### config.mk
export PLATFORM = sky130hd
export DESIGN_NAME = assert_monitor
export DESIGN_NICKNAME = d
export VERILOG_FILES = /design/src/rtl/assert_monitor.sv
export SDC_FILE = /design/constraint.sdc
export NUM_CORES = 1
export LEC_CHECK = 0
export ABC_AREA = 1
export BUFFER_PORTS_ARGS = -buffer_cell sky130_fd_sc_hd__buf_4
export CORE_MARGIN = 1.5
export CORE_UTILIZATION = 55
export DETAILED_ROUTE_END_ITERATION = 8
export PLACE_DENSITY_LB_ADDON = 0.3
export REMOVE_ABC_BUFFERS = 1
export SLEW_MARGIN = 20
export SYNTH_ARGS = -nofsm -noshare
export SYNTH_HDL_FRONTEND = slang
export SYNTH_SLANG_ARGS = --single-unit
### constraint.sdc
create_clock -name clk_i -period 2.9 [get_ports clk_i]
set_input_delay 0.145 -clock clk_i [delete_from_list [all_inputs] [get_ports clk_i]]
set_output_delay 0.145 -clock clk_i [all_outputs]
set_load 0.02 [all_outputs]
### src/rtl/assert_monitor.sv
// Capture stage for the two-counter assertion checker: timestamps the first
// violation after arming, snapshots both counters and offers the record over valid/ack.
module assert_monitor #(
  parameter int CW = 12,
  parameter int TW = 16,
  parameter int VW = 8
) (
  input  logic          clk_i,
  input  logic          rst_ni,
  input  logic          arm_i,
  input  logic          clr_i,
  input  logic          valid_i,
  input  logic [CW-1:0] count_i,
  input  logic [CW-1:0] count2_i,
  input  logic          fail_ack_i,
  output logic          armed_o,
  output logic          fail_o,
  output logic          fail_valid_o,
  output logic [TW-1:0] fail_cycle_o,
  output logic [CW-1:0] fail_count_o,
  output logic [CW-1:0] fail_count2_o,
  output logic [VW-1:0] viol_cnt_o,
  output logic          timeout_o
);

  localparam logic [2:0] S_IDLE    = 3'd0;
  localparam logic [2:0] S_ARMED   = 3'd1;
  localparam logic [2:0] S_FAILED  = 3'd2;
  localparam logic [2:0] S_DONE    = 3'd3;
  localparam logic [2:0] S_TIMEOUT = 3'd4;

  localparam logic [TW-1:0] CYC_MAX  = '1;
  localparam logic [VW-1:0] VIOL_MAX = '1;

  logic [2:0]    state_q, state_d;
  logic [TW-1:0] cyc_q, cyc_d;
  logic [TW-1:0] fcyc_q, fcyc_d;
  logic [CW-1:0] fcnt_q, fcnt_d;
  logic [CW-1:0] fcnt2_q, fcnt2_d;
  logic [VW-1:0] viol_q, viol_d;
  logic          armed_q, fail_q, fvld_q, tout_q;

  always_comb begin
    state_d = state_q;
    cyc_d   = cyc_q;
    fcyc_d  = fcyc_q;
    fcnt_d  = fcnt_q;
    fcnt2_d = fcnt2_q;
    viol_d  = viol_q;
    if (clr_i) begin
      state_d = S_IDLE;
      cyc_d   = '0;
      fcyc_d  = '0;
      fcnt_d  = '0;
      fcnt2_d = '0;
      viol_d  = '0;
    end else begin
      case (state_q)
        S_IDLE: begin
          if (arm_i) begin
            state_d = S_ARMED;
            cyc_d   = '0;
          end
        end
        S_ARMED: begin
          // A violation on the last timestamp still wins over timeout.
          if (!valid_i) begin
            state_d = S_FAILED;
            fcyc_d  = cyc_q;
            fcnt_d  = count_i;
            fcnt2_d = count2_i;
            viol_d  = {{(VW-1){1'b0}}, 1'b1};
          end else if (cyc_q == CYC_MAX) begin
            state_d = S_TIMEOUT;
          end else begin
            cyc_d = cyc_q + 1'b1;
          end
        end
        S_FAILED, S_DONE: begin
          if (!valid_i && viol_q != VIOL_MAX) viol_d = viol_q + 1'b1;
          if (state_q == S_FAILED && fail_ack_i) state_d = S_DONE;
        end
        S_TIMEOUT: ;
        default: state_d = S_IDLE;
      endcase
    end
  end

  always_ff @(posedge clk_i or negedge rst_ni) begin
    if (!rst_ni) begin
      state_q <= S_IDLE;
      cyc_q   <= '0;
      fcyc_q  <= '0;
      fcnt_q  <= '0;
      fcnt2_q <= '0;
      viol_q  <= '0;
      armed_q <= 1'b0;
      fail_q  <= 1'b0;
      fvld_q  <= 1'b0;
      tout_q  <= 1'b0;
    end else begin
      state_q <= state_d;
      cyc_q   <= cyc_d;
      fcyc_q  <= fcyc_d;
      fcnt_q  <= fcnt_d;
      fcnt2_q <= fcnt2_d;
      viol_q  <= viol_d;
      // Status flags are flopped from the next state so outputs stay registered.
      armed_q <= (state_d == S_ARMED);
      fail_q  <= (state_d == S_FAILED) || (state_d == S_DONE);
      fvld_q  <= (state_d == S_FAILED);
      tout_q  <= (state_d == S_TIMEOUT);
    end
  end

  assign armed_o       = armed_q;
  assign fail_o        = fail_q;
  assign fail_valid_o  = fvld_q;
  assign fail_cycle_o  = fcyc_q;
  assign fail_count_o  = fcnt_q;
  assign fail_count2_o = fcnt2_q;
  assign viol_cnt_o    = viol_q;
  assign timeout_o     = tout_q;

endmodule

==> results.txt <==
Run status = finished, final reports clean
Max-Cap Viols = 0
RSZ-0062 raised after global routing = no
Area Growth Syn to Fin = 23.9%
Top fanout value on the critical path = 13
Die height = 82.4 um
R2r worst-path depth = 7
Worst Setup Start Kind = flip-flop
Slew HR = 0.406
Final hold slack = 0.0198 ns
Fin crit share = 0.679
Synth top area share = 0.512
# setup viols final = 0
Net Sw Power = 585 uW
DR WL/cell = 14.7 um
Crit path time final = 1.97 ns
Gr ovfl total = 0
DRC = 0
Syn Area/Cell = 8.01 sq um
Post-synth ARST share = 1.00
Port Buf Inserts = 81
Cts bufs inserted = 9
Post-synth EDFFs = 0
Clock transition at path regs = 0.09 ns
Setup TNS = 0 ns
Layout cells sized above 1 = 0.229
Register area share after synthesis = 0.512
Final slew viol count = 0
Lkg Pwr = 2.17 nW
Switch share = 0.286
Post-Synthesis Cells = 433
Clock sinks = 71
CORE AREA = 5990 sq um
Die width = 82.4 um
Yosys warning total = 0
First-pass GRT wire length = 14100 um
Slew @ Worst Pin = 0.891 ns
Initial antenna violation count = 0
Cell-internal power = 1.46 mW
Library cells used by synthesis = 30
# H-tree levels = 3
Placed cells = 573
Largest net degree at the start of global routing = 72
Drt via density = 5.66
I/O pins = 82
Synthesized cell area = 3470 sq um
Detail Route Antenna Nets = 0
Nets = 542
Top cells by area, synth = dfrtp_1 (51%), nand3_1 (14%), nand2_1 (12%), o21ai_0 (3.8%), nor2_1 (3.7%)
Clock network power share = 0.371
CP required = 3.16 ns
Min-delay worst type = in2reg
CTS tree = done
Initial Utilization = 0.579
Fin Clk Skew = 0.0110 ns
Combinational power share = 0.124
Drt initial violations = 283
Pwr per Cell Area = 476 nW/um^2
Area of the die = 6790 sq um
Worst-Skew Late Latency = 0.35 ns
Row count = 28
GRT Util Overall = 0.274
Worst VDD drop = 350 uV
Most frequent cell after synthesis = nand2_1
Sequential share of power = 0.504
Drt first pass iters = 5
Seq cells post-synth = 71
WP data arrival = 2.23 ns
Ant diodes = 0
Gpl congestion = 0.960
Vias in the first global route = 3063
Final hold vios = 0
Synth area leader = dfrtp_1
FMAX = 508 MHz
WL final = 8670 um
Hold path depth = 3
Cell Count, Final, Fillers Out = 590
Hpwl dp = 5840 um
Vias after detailed routing = 3337
Clock root buffer = clkbuf_8
Crit path capture type = flip-flop
Kind of critical path = reg2reg
Most instantiated cells after synthesis = nand2_1 (107), nand3_1 (95), dfrtp_1 (71)
Deepest clock path buffer count = 2
Synth Flop Type = dfrtp_1
Post-CTS Setup Repair Bufs = 0
[flip-flops by register name, indices dropped and copies added, names as in the netlist]
name,cells
viol_cnt_o,8
fail_count_o,12
fail_o,1
state_q,3
cyc_q,16
timeout_o,1
fail_count2_o,12
fail_cycle_o,16
armed_o,1
fail_valid_o,1
[layout by cell type, fill, tap and decap left out, types with 2 or more instances in the layout]
cell type,synthesis,final
nand2_1,107,107
nand3_1,95,95
buf_4,1,86
dfrtp_1,71,71
nor2_1,34,34
inv_1,29,29
o21ai_0,26,26
nand4_1,12,12
clkbuf_8,0,11
o21ai_1,8,8
a21oi_1,4,4
nor2_2,3,3
nand2_2,3,3
o21ai_2,3,3
inv_2,2,2
xor2_1,2,2
nor3_1,2,2
ha_1,2,2
inv_6,0,2
[metal layers]
layer  vias to the layer above  share of wire  GRT usage
met3                        18          0.067     0.0505
met5                         -              0          0
met1                      1568           0.43      0.372
met2                       157           0.48      0.418
li1                       1594              -          -
met4                         0          0.022      0.139
[per-stage QoR]
step	worst slack, ns	util	total power [mW]	cell area, sq um
6_report	0.930	0.717	2.05	4300
5_1_grt	0.775	0.717	2.13	4300
4_1_cts	0.961	0.717	2.05	4300
3_5_place_dp	0.976	0.684	1.30	4100
3_3_place_gp	1.08	0.684	1.30	4100
2_1_floorplan	0.466	-	1.17	3360
[timing repair]
action | CTS | global route
hold buffers | 1 | 0
gates resized for setup | 0 | 0
hold endpoints to repair | 71 | 0
[path summary, 6_finish.rpt]
path	startpoint	endpoint	slack, ns
max	state_q[2]	viol_cnt_o[4]	0.93
min	count_i[10]	fail_count_o[10]	0.02
max reg2reg	state_q[2]	viol_cnt_o[4]	0.93
min reg2reg	fail_count_o[8]	fail_count_o[8]	0.51
max in group asynchronous	rst_ni	fail_count2_o[6]	1.85
min in group asynchronous	rst_ni	viol_cnt_o[6]	0.46
[kinds of logic after synthesis]
kind of cell | Yosys count | synth area share
DFF | 71 | 0.512
adders and majority gates | 2 | 0.00721
buffers and inverters | 53 | 0.0671
xor gates and xnor gates | 2 | 0.00505
and+or+nand+nor | 261 | 0.337
AOI/OAI and AO/OA | 44 | 0.0714
[cell type report]
| type | count | area, sq um |
|---|---|---|
| Inverter | 32 | 123 |
| Clock inverter | 5 | 38.8 |
| Sequential cell | 71 | 1780 |
| Clock buffer | 11 | 151 |
| Multi-Input combinational cell | 309 | 1460 |
| Tap cell | 75 | 93.8 |
| Timing Repair Buffer | 87 | 656 |
| Fill cell | 464 | 1690 |
[worst max-delay path: stages, from the launching register on]
cell	delay, ns
dfrtp_1	0.39
inv_1	0.15
nand2_1	0.15
nor2_1	0.40
nand2_1	0.17
nand2_1	0.36
inv_1	0.09
o21ai_0	0.18
[power groups by stage]
stage	sequential, mW	combinational [mW]	clock, mW
floorplan	1.07	0.0991	0
global placement	1.05	0.249	0
detailed placement	1.05	0.253	0
CTS	1.03	0.255	0.764
global route	1.03	0.279	0.812
finish	1.03	0.254	0.760
Note: power is estimated with default switching activity, not from simulation.
